$ cat config.mk
export PLATFORM = sky130hd
export DESIGN_NAME = bjack_hand_ctrl
export DESIGN_NICKNAME = d
export VERILOG_FILES = /design/src/rtl/bjack_hand_ctrl.sv
export SDC_FILE = /design/constraint.sdc
export NUM_CORES = 1
export LEC_CHECK = 0
export ABC_CLOCK_PERIOD_IN_PS = 1700
export CAP_MARGIN = 20
export CORE_MARGIN = 5
export CORE_UTILIZATION = 55
export CTS_CLUSTER_DIAMETER = 40
export DETAILED_ROUTE_END_ITERATION = 8
export DONT_BUFFER_PORTS = 1
export GPL_ROUTABILITY_DRIVEN = 0
export PLACE_DENSITY = 0.81
export SLEW_MARGIN = 10
export SYNTH_ARGS = -nofsm -noshare
export SYNTH_HDL_FRONTEND = slang
export SYNTH_SLANG_ARGS = --single-unit
$ cat constraint.sdc
create_clock -name CLOCK -period 1.7 [get_ports CLOCK]
set_input_delay 0.34 -clock CLOCK [delete_from_list [all_inputs] [get_ports CLOCK]]
set_output_delay 0.34 -clock CLOCK [all_outputs]
set_load 0.005 [all_outputs]
$ cat src/rtl/bjack_hand_ctrl.sv
// Blackjack hand controller: requests cards, accumulates the total, softens aces, decides hold/bust.
// Latency: card accepted on the edge it is seen in HIT; verdict two edges after NEW_C falls (+2 per ace softened).
// Backpressure: one card per NEW_C strobe; a strobe held high is consumed once, and NEXT_C stays low until the hand is re-evaluated.
module bjack_hand_ctrl #(
  parameter int CARD_W    = 4,
  parameter int TOTAL_W   = 6,
  parameter int TARGET    = 21,
  parameter int STAND_AT  = 17,
  parameter int ACE_VAL   = 11,
  parameter int ACE_DROP  = 10,
  parameter int MAX_CARDS = 5,
  parameter int CNT_W     = 3
) (
  input  logic               CLOCK,
  input  logic               RESET,
  input  logic [CARD_W-1:0]  CARD,
  input  logic               NEW_C,
  input  logic               NEW_G,
  output logic               NEXT_C,
  output logic [TOTAL_W-1:0] HAND,
  output logic [CNT_W-1:0]   CARDS,
  output logic               SOFT,
  output logic               HOLD,
  output logic               BUST,
  output logic               NATURAL
);

  typedef enum logic [2:0] {
    S_IDLE   = 3'd0,
    S_BEGIN  = 3'd1,
    S_HIT    = 3'd2,
    S_GOT    = 3'd3,
    S_TEST   = 3'd4,
    S_SOFTEN = 3'd5,
    S_HOLD   = 3'd6,
    S_BUST   = 3'd7
  } state_t;

  localparam logic [TOTAL_W-1:0] TARGET_T   = TOTAL_W'(TARGET);
  localparam logic [TOTAL_W-1:0] STAND_T    = TOTAL_W'(STAND_AT);
  localparam logic [TOTAL_W-1:0] DROP_T     = TOTAL_W'(ACE_DROP);
  localparam logic [CARD_W-1:0]  ACE_C      = CARD_W'(ACE_VAL);
  localparam logic [CNT_W-1:0]   MAX_C      = CNT_W'(MAX_CARDS);
  localparam logic [CNT_W-1:0]   CNT_ONE    = CNT_W'(1);
  localparam logic [CNT_W-1:0]   CNT_SAT    = {CNT_W{1'b1}};

  state_t             state_q, state_d;
  logic [TOTAL_W-1:0] total_q, total_d;
  logic [CNT_W-1:0]   aces_q,  aces_d;
  logic [CNT_W-1:0]   count_q, count_d;

  // State and hand registers; reset clears immediately, independent of the clock.
  always_ff @(posedge CLOCK or posedge RESET) begin
    if (RESET) begin
      state_q <= S_IDLE;
      total_q <= '0;
      aces_q  <= '0;
      count_q <= '0;
    end else begin
      state_q <= state_d;
      total_q <= total_d;
      aces_q  <= aces_d;
      count_q <= count_d;
    end
  end

  // Next-state and datapath update; a new-game request beats everything else.
  always_comb begin
    state_d = state_q;
    total_d = total_q;
    aces_d  = aces_q;
    count_d = count_q;
    if (NEW_G) begin
      state_d = S_BEGIN;
      total_d = '0;
      aces_d  = '0;
      count_d = '0;
    end else begin
      case (state_q)
        S_IDLE:  state_d = S_IDLE;
        S_BEGIN: state_d = S_HIT;
        S_HIT: begin
          if (NEW_C) begin
            total_d = total_q + TOTAL_W'(CARD);
            if (CARD == ACE_C && aces_q != CNT_SAT) aces_d = aces_q + CNT_ONE;
            count_d = count_q + CNT_ONE;
            state_d = S_GOT;
          end
        end
        // Wait for the strobe to drop so a long strobe is not counted twice.
        S_GOT: if (!NEW_C) state_d = S_TEST;
        S_TEST: begin
          if (total_q > TARGET_T)      state_d = (aces_q != '0) ? S_SOFTEN : S_BUST;
          else if (count_q == MAX_C)   state_d = S_HOLD;
          else if (total_q >= STAND_T) state_d = S_HOLD;
          else                         state_d = S_HIT;
        end
        S_SOFTEN: begin
          total_d = total_q - DROP_T;
          aces_d  = aces_q - CNT_ONE;
          state_d = S_TEST;
        end
        S_HOLD:  state_d = S_HOLD;
        S_BUST:  state_d = S_BUST;
        default: state_d = S_IDLE;
      endcase
    end
  end

  // Moore outputs decoded from registers only.
  always_comb begin
    NEXT_C  = (state_q == S_HIT);
    HOLD    = (state_q == S_HOLD);
    BUST    = (state_q == S_BUST);
    HAND    = total_q;
    CARDS   = count_q;
    SOFT    = (aces_q != '0);
    NATURAL = (state_q == S_HOLD) && (count_q == CNT_W'(2)) && (total_q == TARGET_T);
  end

endmodule

==> impl_metrics.env, run 1 <==
export IMPL_fin_crit_sh_pct=98.3
export IMPL_synth_seq_cells=15
export IMPL_via_per_inst=5.98
export IMPL_die_w_microns=55.6
export IMPL_seq_area_sq_um=377
export IMPL_crit_end="NATURAL"
export IMPL_grt_overflow_total=0
export IMPL_dr_pass1_iters=4
export IMPL_pre_cts_ws_ns=0.0215
export IMPL_fin_crit_ns=1.67
export IMPL_hpwl_microns=2100
export IMPL_rr_endpoint="state_q[1]"
export IMPL_maxSlewViolCount=0
export IMPL_synth_edff_count=0
export IMPL_synth_async_sr_flop_share_pct=100
export IMPL_wirelength_microns=2860
export IMPL_max_freq_ghz=0.598
export IMPL_tightest_slew_ns=0.594
export IMPL_reg2regPathDepth=6
export IMPL_slowest_delay_ns=0.35
export IMPL_diodes=0
export IMPL_dieArea_sq_um=3090
export IMPL_clock_sinks=15
export IMPL_start_util_pct=58.2
export IMPL_antenna_found_initial=0
export IMPL_portBuffers=0
export IMPL_fin_util_pct=69.5
export IMPL_gr_max_usage_layer="met2"
export IMPL_fin_hold_ws_ns=-0.0173
export IMPL_critical_path_class="reg2out"
export IMPL_die_h_microns=55.6
export IMPL_clock_skew_final_ns=0.0142
export IMPL_report_final_hold_viol_count=9
export IMPL_synth_fp_nets=145
export IMPL_worst_path_max_delay_cell="dfrtp_1"
export IMPL_grt_util_met1_pct=22.0
export IMPL_ys_types=42
export IMPL_ys_warn_count=0
export IMPL_reg2reg_from="HAND[1]"
export IMPL_drc_errors=0
export IMPL_multiInputGateArea_sq_um=762
export IMPL_grt_pass1_vias=1019
export IMPL_rows=16
export IMPL_end_kind="primary output"
export IMPL_syn_inst=127
export IMPL_synth_top_area_share_pct=32.9
export IMPL_grt_setup_unrepaired="true"
export IMPL_wire_per_inst_microns=16.9
export IMPL_violations="negative hold slack"
export IMPL_peakVddDrop_mv=0.409
export IMPL_hold_path_class="in2async"
export IMPL_arrival_ns=1.33
export IMPL_comb_power_share_pct=26.1
export IMPL_core_area_sq_um=1960
export IMPL_antenna_left=0
export IMPL_syn_area_per_cell_sq_um=8.99
export IMPL_maxCapViolations=0
export IMPL_slew_headroom_pct=60.4
export IMPL_leakagePower_nw=0.574
export IMPL_clk_latency_ns=0.30
export IMPL_clk_pin_slew_ns=0.10
export IMPL_clock_path_buffers=2
export IMPL_ys_flop_type="dfrtp_1"
export IMPL_power_share_switching_pct=31.7
export IMPL_status="complete, but fails checks"
export IMPL_drive_gt1_share_pct=29.6
export IMPL_power_frac_seq_pct=48.0
export IMPL_dr_first_iter_drc_count=32
export IMPL_synth_area_leaders="dfrtp_1, ha_1, nor2_1"
export IMPL_cp_cell_sequence="buf_4 -> nand2_1 -> nor2_2 -> nand4_1 -> nor4_2"
export IMPL_internal_power_uw=568
export IMPL_cts_tree="done"
export IMPL_power_per_cell_area_nw_per_um2=609
export IMPL_netlist_area_sq_um=1140
export IMPL_yosys_top_cells_count="dfrtp_1, nor2_1, a21oi_1, inv_1"
export IMPL_ys_seq_area_share_pct=32.9
export IMPL_gr_usage_all_layers_pct=18.9
export IMPL_htreeDepth=1
export IMPL_setup_tns_final_ns=0
export IMPL_setup_ws_ns=0.0283
export IMPL_grt_max_degree=17
export IMPL_cts_made_buffers=3
export IMPL_nFillCells=177
export IMPL_num_vias=1011
export IMPL_p_switching_uw=263
export IMPL_grt_pass1_wl_microns=4720
export IMPL_nets=161
export IMPL_grt_use_met2_pct=34.0
export IMPL_pwr_share_clk_pct=25.9
export IMPL_pin_count=22
export IMPL_syn_to_final_growth_pct=19.4
export IMPL_worst_ep_required_time_ns=1.36
export IMPL_grt_use_met3_pct=4.87
export IMPL_startpoint="state_q[1]"
export IMPL_ff2ff_setup_slack_ns=0.06
export IMPL_start_kind="flop"
export IMPL_yosys_area_top_type="dfrtp_1"
export IMPL_setup_viol=0
export IMPL_path_max_fanout=8
export IMPL_clockRootBuffer="clkbuf_4"
## layout by cell type, fill, tap and decap left out, types with 2 or more instances in the layout
cell type,instances
dfrtp_1,14
a21oi_2,3
ha_1,5
inv_2,2
a22o_1,3
nor2_2,4
a211oi_1,5
ha_4,2
nand3_1,2
o21ai_1,3
inv_1,9
xor2_1,2
o21ai_0,2
nor2_1,13
or3_1,2
a21oi_1,7
a21o_1,3
clkbuf_4,3
nand2_1,8
fa_2,2
nor2b_1,3
buf_4,15
xnor2_1,2
nor3_1,4
## how the worst min path moves through the flow
| stage | start | endpoint | slack, ns | cells after the start |
|---|---|---|---|---|
| floorplan | RESET | CARDS[0] | 0.24 | 1 |
| global placement | RESET | state_q[2] | 0.33 | 1 |
| detailed placement | RESET | CARDS[0] | 0.33 | 1 |
| CTS | RESET | HAND[3] | 0.02 | 1 |
| global route | RESET | CARDS[2] | 0.04 | 1 |
| finish | RESET | CARDS[2] | -0.02 | 1 |
## metrics by stage
stage	std cells	area, sq um	total power, mW
2_1_floorplan	127	1150	0.555
3_5_place_dp	164	1260	0.605
4_1_cts	168	1290	0.812
6_report	169	1360	0.831
5_1_grt	169	1360	0.874
3_3_place_gp	164	1260	0.594
## power groups by stage
stage	registers [mW]	logic (mW)	clock network, mW
2_1_floorplan	0.403	0.151	0
3_3_place_gp	0.402	0.192	0
3_5_place_dp	0.403	0.202	0
4_1_cts	0.396	0.203	0.213
5_1_grt	0.402	0.242	0.230
6_report	0.399	0.217	0.215
## sequential cells by signal, indices dropped and copies added (netlist names)
name     cells
HAND         6
CARDS        3
aces_q       3
state_q      3
## final cells by class
type | instances | share of cell area (%)
Multi-Input combinational cell | 96 | 55.9
Sequential cell | 15 | 27.6
Timing Repair Buffer | 16 | 9.08
Inverter | 11 | 3.03
Tap cell | 27 | 2.48
Clock buffer | 4 | 1.93
## cell families after synthesis
kind of cell / after synthesis / synth area share (%)
AO/OA/AOI/OAI: 35 / 22.6
XOR/XNOR: 4 / 3.07
adder cells (fa/ha/maj): 10 / 12.3
buffers and inverters: 16 / 6.68
flip-flops: 15 / 32.9
multiplexers: 1 / 0.876
AND/OR/NAND/NOR: 46 / 21.7
## per-layer routing
metal	share of wire, %	up-vias
met5	0	-
met4	0.94	0
met3	7.0	4
met2	53	32
met1	39	493
li1	-	482
## critical path, delay by kind of cell (launching register included)
kind / cells / cell delay (ns)
buffers and inverters: 1 / 0.17
flip-flops: 1 / 0.35
AND/OR/NAND/NOR: 4 / 0.53
## repair_timing
| action | 4_1_cts | 5_1_grt |
|---|---|---|
| cloned | 0 | 0 |
| pin swaps | 1 | 3 |
| setup endpoints to repair | 1 | 7 |
| gates resized for setup | 1 | 15 |
| setup buffers | 0 | 1 |
| hold buffers | 0 | 0 |
| hold endpoints to repair | 0 | 0 |
No activity file was read; power rests on OpenSTA's default activity.
==> inputs of run 2 (changes only) <==
- CORE_UTILIZATION: 55 -> 30
- PLACE_DENSITY: 0.81 -> 0.53
==> run 2 against run 1 <==
The run now ends clean. Largest cell class unchanged. Critical path depth up 1. Die area up 66%. Highest routed layer unchanged. Largest power group unchanged. Via count shrank 0.30%.
==> impl_metrics.env, run 2 (same netlist as run 1, synthesis figures left out) <==
export IMPL_antenna_left=0
export IMPL_drive_gt1_share_pct=30.0
export IMPL_clk_latency_ns=0.25
export IMPL_end_kind="flop"
export IMPL_clock_sinks=15
export IMPL_cts_made_buffers=3
export IMPL_clockRootBuffer="clkbuf_8"
export IMPL_cp_cell_sequence="buf_6 -> buf_4 -> and4bb_4 -> a21oi_2 -> or4_1 -> o21ai_1"
export IMPL_clock_skew_final_ns=0.00715
export IMPL_arrival_ns=1.83
export IMPL_worst_ep_required_time_ns=1.89
export IMPL_leakagePower_nw=0.620
export IMPL_diodes=0
export IMPL_maxSlewViolCount=0
export IMPL_grt_overflow_total=0
export IMPL_slowest_delay_ns=0.40
export IMPL_fin_crit_ns=1.64
export IMPL_final_area_sq_um=1470
export IMPL_worst_path_max_delay_cell="dfrtp_1"
export IMPL_report_final_hold_viol_count=0
export IMPL_drc_errors=0
export IMPL_start_util_pct=31.0
export IMPL_fin_crit_sh_pct=96.4
export IMPL_p_total_uw=941
export IMPL_rows=22
export IMPL_rr_endpoint="aces_q[2]"
export IMPL_clk_pin_slew_ns=0.07
export IMPL_peakVddDrop_mv=0.262
export IMPL_via_per_inst=5.09
export IMPL_dr_pass1_iters=4
export IMPL_portBuffers=0
export IMPL_num_vias=1008
export IMPL_core_area_sq_um=3690
export IMPL_maxCapViolations=0
export IMPL_nets=169
export IMPL_start_kind="flop"
export IMPL_critical_path_class="reg2reg"
export IMPL_dpl_cell_area_sq_um=1310
export IMPL_tightest_slew_ns=0.638
export IMPL_htreeDepth=1
export IMPL_wire_per_inst_microns=15.3
export IMPL_dr_first_iter_drc_count=60
export IMPL_die_w_microns=71.7
export IMPL_syn_to_final_growth_pct=28.3
export IMPL_fin_util_pct=39.7
export IMPL_gr_usage_all_layers_pct=12.2
export IMPL_ff2ff_setup_slack_ns=0.06
export IMPL_grt_max_degree=17
export IMPL_nFillCells=404
export IMPL_setup_viol=0
export IMPL_fin_hold_ws_ns=0.0533
export IMPL_largest_register_ff_count=6
export IMPL_die_h_microns=71.7
export IMPL_grt_setup_unrepaired="true"
export IMPL_slew_headroom_pct=57.4
export IMPL_max_freq_ghz=0.610
export IMPL_grt_pass1_vias=1060
export IMPL_status="finished, final reports clean"
export IMPL_mostFrequentLayoutCell="buf_4"
export IMPL_worst_path_buf_inv=2
export IMPL_wirelength_microns=3030
export IMPL_power_per_cell_area_nw_per_um2=642
export IMPL_reg2regPathDepth=6
export IMPL_clock_path_buffers=2
export IMPL_path_max_fanout=7
export IMPL_cts_tree="done"
export IMPL_final_cell_mix="buf_4, dfrtp_1, nor2_1"
export IMPL_pin_count=22
export IMPL_grt_pass1_wl_microns=4970
export IMPL_hold_path_class="in2async"
export IMPL_dieArea_sq_um=5140
export IMPL_reg2reg_from="state_q[2]"
export IMPL_cp_top_family="simple AND/OR/NAND/NOR gates"
export IMPL_antenna_found_initial=0
export IMPL_hpwl_microns=2230
-- run 2: cell count changes in the layout (fill, tap and decap cells not counted), moves of 2 or more --
cell,previous run,this run
clkbuf_8,0,3
buf_4,15,21
buf_6,1,3
clkbuf_4,3,0
-- run 2: how the worst max path moves through the flow --
stage	depth (start not counted)	endpoint	startpoint
6_report	6	aces_q[2]	state_q[2]
5_1_grt	7	aces_q[2]	state_q[2]
4_1_cts	4	NATURAL	state_q[0]
3_5_place_dp	6	HAND[5]	HAND[1]
3_3_place_gp	6	HAND[5]	HAND[1]
2_1_floorplan	6	aces_q[1]	state_q[1]
-- run 2: what timing repair did --
| action | CTS | global route |
|---|---|---|
| resized for setup | 8 | 7 |
| endpoints found under the hold margin | 0 | 0 |
| setup buffers | 4 | 2 |
| setup endpoints to repair | 1 | 8 |
| pin swaps | 2 | 8 |
| hold buffers | 0 | 0 |
-- run 2: cell type report --
cell class	instances	area [sq um]	share of cell area, %
Timing Repair Buffer	24	191	13.1
Sequential cell	15	377	25.7
Tap cell	48	60.1	4.10
Inverter	11	41.3	2.82
Multi-Input combinational cell	96	751	51.2
Clock buffer	4	45.0	3.07
-- run 2: where the power goes --
group,switching (mW),internal (mW)
clock network,0.135,0.166
logic,0.124,0.120
registers,0.0191,0.376
total,0.279,0.662
-- run 2: through the flow --
stage	setup TNS [ns]	setup WS [ns]	instances
detailed placement	0	0.0376	188
global placement	0	0.0530	188
floorplan	-0.177	-0.0889	127
finish	0	0.0606	198
global route	-0.0995	-0.0492	198
CTS	0	0.00297	196
-- run 2: layer usage --
layer	vias up	GRT usage (%)	part of all wire (%)
met5	-	0	0
met4	0	6.05	1.9
met3	5	2.52	4.2
met2	18	20.6	47
met1	489	14.6	47
li1	496	-	-
==> inputs of run 3 (changes only) <==
- CELL_PAD_IN_SITES_DETAIL_PLACEMENT: default -> 0
- CELL_PAD_IN_SITES_GLOBAL_PLACEMENT: default -> 1
- GPL_ROUTABILITY_DRIVEN: 0 -> default
- PLACE_DENSITY: 0.53 -> 0.64
- SKIP_CTS_REPAIR_TIMING: default -> 1
==> run 3 against run 2 <==
The run now ends with negative setup slack left. Power is 1.3% lower. Count of clock-buffer cells in the layout stayed put. Critical path depth stayed put. Sequential share of layout area hardly changed. Core utilization is 0.068 points lower. First-iteration DRC count is 50% lower. Combinational power is 4% lower. Clock power is 2% lower. Die area stayed put. Non-clock buffer count is 2 higher. Register-to-register slack worse by 0.03 ns. Setup slack worse by 0.065 ns. Critical endpoint is now NATURAL.
==> impl_metrics.env, run 3 (same netlist as run 1, synthesis figures left out) <==
export IMPL_status="complete, but fails checks"
export IMPL_violations="negative setup slack"
export IMPL_clock_sinks=15
export IMPL_hpwl_microns=2130
export IMPL_core_area_sq_um=3690
export IMPL_setup_viol=1
export IMPL_worst_path_max_delay_cell="dfrtp_1"
export IMPL_pin_count=22
export IMPL_mostFrequentLayoutCell="buf_4"
export IMPL_slowest_delay_ns=0.40
export IMPL_ff2ff_setup_slack_ns=0.03
export IMPL_clk_pin_slew_ns=0.06
export IMPL_fin_util_pct=39.7
export IMPL_num_vias=1002
export IMPL_rr_endpoint="aces_q[2]"
export IMPL_diodes=0
export IMPL_routed_wl_met3_microns=180
export IMPL_rows=22
export IMPL_drive_gt1_share_pct=30.9
export IMPL_antenna_left=0
export IMPL_grt_pass1_wl_microns=4740
export IMPL_power_per_cell_area_nw_per_um2=635
export IMPL_maxCapViolations=0
export IMPL_dr_pass1_iters=4
export IMPL_dpl_cell_area_sq_um=1310
export IMPL_cts_made_buffers=3
export IMPL_clk_latency_ns=0.25
export IMPL_fin_crit_ns=1.70
export IMPL_path_max_fanout=3
export IMPL_slew_headroom_pct=57.6
export IMPL_reg2reg_from="state_q[1]"
export IMPL_clock_path_buffers=2
export IMPL_grt_overflow_total=0
export IMPL_die_w_microns=71.7
export IMPL_worst_path_buf_inv=2
export IMPL_wire_per_inst_microns=14.3
export IMPL_maxSlewViolCount=0
export IMPL_clockRootBuffer="clkbuf_8"
export IMPL_cp_cell_sequence="buf_6 -> nand2_4 -> nor2_4 -> nand4_1 -> nor4_2 -> buf_4"
export IMPL_gr_usage_all_layers_pct=11.4
export IMPL_stdcell_count=200
export IMPL_wirelength_microns=2860
export IMPL_drc_errors=0
export IMPL_arrival_ns=1.36
export IMPL_dr_first_iter_drc_count=30
export IMPL_final_cell_mix="buf_4, dfrtp_1, nor2_1"
export IMPL_tightest_slew_ns=0.635
export IMPL_critical_path_class="reg2out"
export IMPL_report_final_hold_viol_count=0
export IMPL_leakagePower_nw=0.647
export IMPL_finalWeightedCongestion=0.908
export IMPL_max_freq_ghz=0.587
export IMPL_setup_ws_ns=-0.00407
export IMPL_antenna_found_initial=0
export IMPL_routed_top_layer="met4"
export IMPL_final_area_sq_um=1460
export IMPL_nets=171
export IMPL_htreeDepth=1
export IMPL_cp_top_family="simple AND/OR/NAND/NOR gates"
export IMPL_grt_max_degree=17
export IMPL_dp_cells=189
export IMPL_syn_to_final_growth_pct=28.0
export IMPL_fin_crit_sh_pct=100
export IMPL_clock_skew_final_ns=0.00263
export IMPL_met1_length_microns=1290
export IMPL_fin_hold_ws_ns=0.0578
export IMPL_start_kind="flop"
export IMPL_worst_ep_required_time_ns=1.36
export IMPL_die_h_microns=71.7
export IMPL_cts_tree="done"
export IMPL_grt_pass1_vias=1020
export IMPL_end_kind="primary output"
export IMPL_met2_length_microns=1350
export IMPL_start_util_pct=31.0
export IMPL_peakVddDrop_mv=0.228
export IMPL_via_per_inst=5.01
export IMPL_hold_path_class="in2async"
export IMPL_dieArea_sq_um=5140
export IMPL_largest_register_ff_count=6
export IMPL_portBuffers=0
export IMPL_reg2regPathDepth=7
export IMPL_grt_setup_unrepaired="true"
-- run 3: area by class of cell --
class                      instances  area, sq um
sequential                        15          375
clock buffer                       4         45.0
multi-input combinational         96          738
fill                             391         2230
tap                               48         60.1
timing repair buffer              26          203
inverter                          11         41.3
-- run 3: metrics by stage --
stage	total power [mW]	setup TNS [ns]	worst slack, ns
after detailed placement	0.615	-0.0000959	-0.0000959
after global routing	0.988	-0.251	-0.0616
after CTS	0.915	-0.224	-0.203
after global placement	0.613	0	0.0646
final	0.929	-0.00407	-0.00407
after floorplan	0.555	-0.177	-0.0889
-- run 3: metal layers --
metal,vias up,global-route usage (%)
met3,5,3.37
met5,-,0
li1,503,-
met2,27,19.1
met4,0,3.97
met1,467,13.9
-- run 3: worst max-delay path by stage --
stage | from | to | slack [ns] | cells after the start
CTS | state_q[0] | NATURAL | -0.20 | 5
floorplan | state_q[1] | aces_q[1] | -0.09 | 6
detailed placement | HAND[0] | HAND[4] | -0.0001 | 8
finish | state_q[1] | NATURAL | -0.004 | 6
global route | HAND[0] | HAND[4] | -0.06 | 8
global placement | HAND[1] | HAND[5] | 0.06 | 6
-- run 3: power breakdown --
group / internal [mW] / leakage (nW) / switching, mW / total, mW
logic: 0.116 / 0.421 / 0.119 / 0.235
registers: 0.376 / 0.203 / 0.0215 / 0.398
clock network: 0.166 / 0.0228 / 0.130 / 0.296
total: 0.659 / 0.647 / 0.270 / 0.929
==> RTL change (config.mk and constraints of run 1) <==
Register the output `CARDS`, without a reset; this adds one clock of latency there. The other outputs are not delayed to match.
--- a/src/rtl/bjack_hand_ctrl.sv
+++ b/src/rtl/bjack_hand_ctrl.sv
@@ -43,6 +43,8 @@
   localparam logic [CNT_W-1:0]   MAX_C      = CNT_W'(MAX_CARDS);
   localparam logic [CNT_W-1:0]   CNT_ONE    = CNT_W'(1);
   localparam logic [CNT_W-1:0]   CNT_SAT    = {CNT_W{1'b1}};
+
+  logic [CNT_W-1:0] CARDS_d;
 
   state_t             state_q, state_d;
   logic [TOTAL_W-1:0] total_q, total_d;
@@ -113,10 +115,14 @@
     HOLD    = (state_q == S_HOLD);
     BUST    = (state_q == S_BUST);
     HAND    = total_q;
-    CARDS   = count_q;
+    CARDS_d = count_q;
     SOFT    = (aces_q != '0);
     NATURAL = (state_q == S_HOLD) && (count_q == CNT_W'(2)) && (total_q == TARGET_T);
   end
 
+  always_ff @(posedge CLOCK) begin
+    CARDS <= CARDS_d;
+  end
+
 endmodule
 
Check against the original RTL: not equivalent (Yosys sat finds a counterexample within 4 cycles, from zero or initial values and one cycle with RESET high).
==> RTL change against run 1 <==
- the run ends with negative setup slack left
- largest power group unchanged
- worst setup slack worse by 0.20 ns
- area after synthesis up 12%
- total power rose by 25%
- final cell count is 11% higher
- cell area grew 23%
- wire length rose by 19%
- sequential cell count is 3 higher
- die area is 9.5% higher
==> RTL change: results (changes against run 1) <==
crit path max fanout: 2 (was 8)
IO buf count: 0 (unchanged)
global-route wire length before repair: 5.10 mm (was 4.72 mm)
antenna violations before repair: 0 (unchanged)
mux cell area share after synthesis: 0.785% (was 0.876%)
adder-cell area share of the yosys netlist: 11.0% (was 12.3%)
multi-input gates: 101 (was 96)
seq pwr: 478 µW (was 399 µW)
nets@finish: 178 (was 161)
number of global-route vias before repair: 1100 (was 1019)
Arr. time, crit path: 2.11 ns (was 1.33 ns)
Well Taps: 28 (was 27)
failing checks: negative setup slack (was negative hold slack)
Final Worst Setup Slack: -0.169 ns (was 0.0283 ns)
post-synthesis xor/xnor area fraction: 1.37% (was 3.07%)
share of post-route cells with drive strength above 1: 42.8% (was 29.6%)
CP max-delay cell: fa_2 (was dfrtp_1)
Core Util, Final: 75.6% (was 69.5%)
clock share of power: 26.8% (was 25.9%)
number of non-clock inverters: 9 (was 11)
Seq/Total Area, Yosys: 34.2% (was 32.9%)
top cells by area, synth: dfrtp_1 (29%), ha_1 (7.9%), dfxtp_1 (4.7%) (was dfrtp_1 (33%), ha_1 (8.8%), nor2_1 (4.9%))
Max-slew headroom: 57.8% (was 60.4%)
synth cell count leaders: dfrtp_1 (15), nand2_1 (15), nor2_1 (13) (was dfrtp_1 (15), nor2_1 (15), a21oi_1 (10), inv_1 (10))
post-DR vias/cell: 5.98 (about the same)
sequential cell count: 18 (was 15)
fraction of area in multi-input gates: 54.2% (was 55.9%)
Post-Route WL: 3.42 mm (was 2.86 mm)
routed wl met2: 1.72 mm (was 1.53 mm)
Hold Path Class: in -> reg (was in -> async)
grt met2 use: 33.4% (was 34.0%)
Synth warnings: 0 (unchanged)
cell area after placement: 0.00141 mm² (was 0.00126 mm²)
worst slack, placed: -0.0436 ns (was 0.0215 ns)
FILL cells: 155 (was 177)
Synthesized Nets: 153 (was 145)
Max IR drop VDD: 0.452 mV (was 0.409 mV)
placed insts: 174 (was 164)
CP peak stage delay: 0.41 ns (was 0.35 ns)
met1 Track Usage GR: 24.1% (was 22.0%)
GRT Total Usage: 19.8% (was 18.9%)
filler-free cell count of the finished design: 187 (was 169)
CP Class: reg -> reg (was reg -> out)
clock skew: 0.00449 ns (was 0.0142 ns)
met3 WL: 197 µm (was 199 µm)
Final setup viols: 4 (was 0)
FFs w/ async S/R, synth: 83.3% (was 100%)
Distinct cells, synth: 47 (was 42)
Pleak: 0.726 nW (was 0.574 nW)
Met1 Wirelength: 1.44 mm (was 1.10 mm)
Signal buf overhead: 12.7% (was 9.08%)
largest net degree at the start of global routing: 19 (was 17)
Seq area share: 26.3% (was 27.6%)
Cells after Synth: 135 (was 127)
HPWL Detailed: 2.24 mm (was 2.10 mm)
GRT met3 Usage: 3.79% (was 4.87%)
1st-iter DRT viols: 48 (was 32)
status: complete, but fails checks (unchanged)
worst-skew pair later-pin latency: 0.30 ns (about the same)
Clock buf/inv share: 2.17% (was 1.93%)
RTL change: changes by cell type in the layout (fill, tap and decap cells not counted), sizes merged, moves of 3 or more:
cell   change
buf       +10
nand2      +7
nor2       -4
dfxtp      +3
RTL change: logic make-up after synthesis:
| logic type | Yosys count |
|---|---|
| buffers and inverters | 16 |
| xor gates and xnor gates | 2 |
| DFF | 18 |
| AOI/OAI and AO/OA | 36 |
| and+or+nand+nor | 52 |
| adders and majority gates | 10 |
| muxes | 1 |
RTL change: worst max-delay path, delay by kind of cell, from the launching register on:
kind / cells / cell delay (ns)
AO/OA/AOI/OAI: 4 / 0.51
buffers and inverters: 3 / 0.24
adder cells (fa/ha/maj): 2 / 0.53
flip-flops: 1 / 0.38
AND/OR/NAND/NOR: 1 / 0.14
RTL change: what timing repair did:
item                                    CTS  global route
gates resized for setup                  11            22
pin swaps                                 8            13
hold buffers                              1             0
hold endpoints to repair                 15             0
buffers inserted                          4             4
endpoints found under the setup margin    3             6
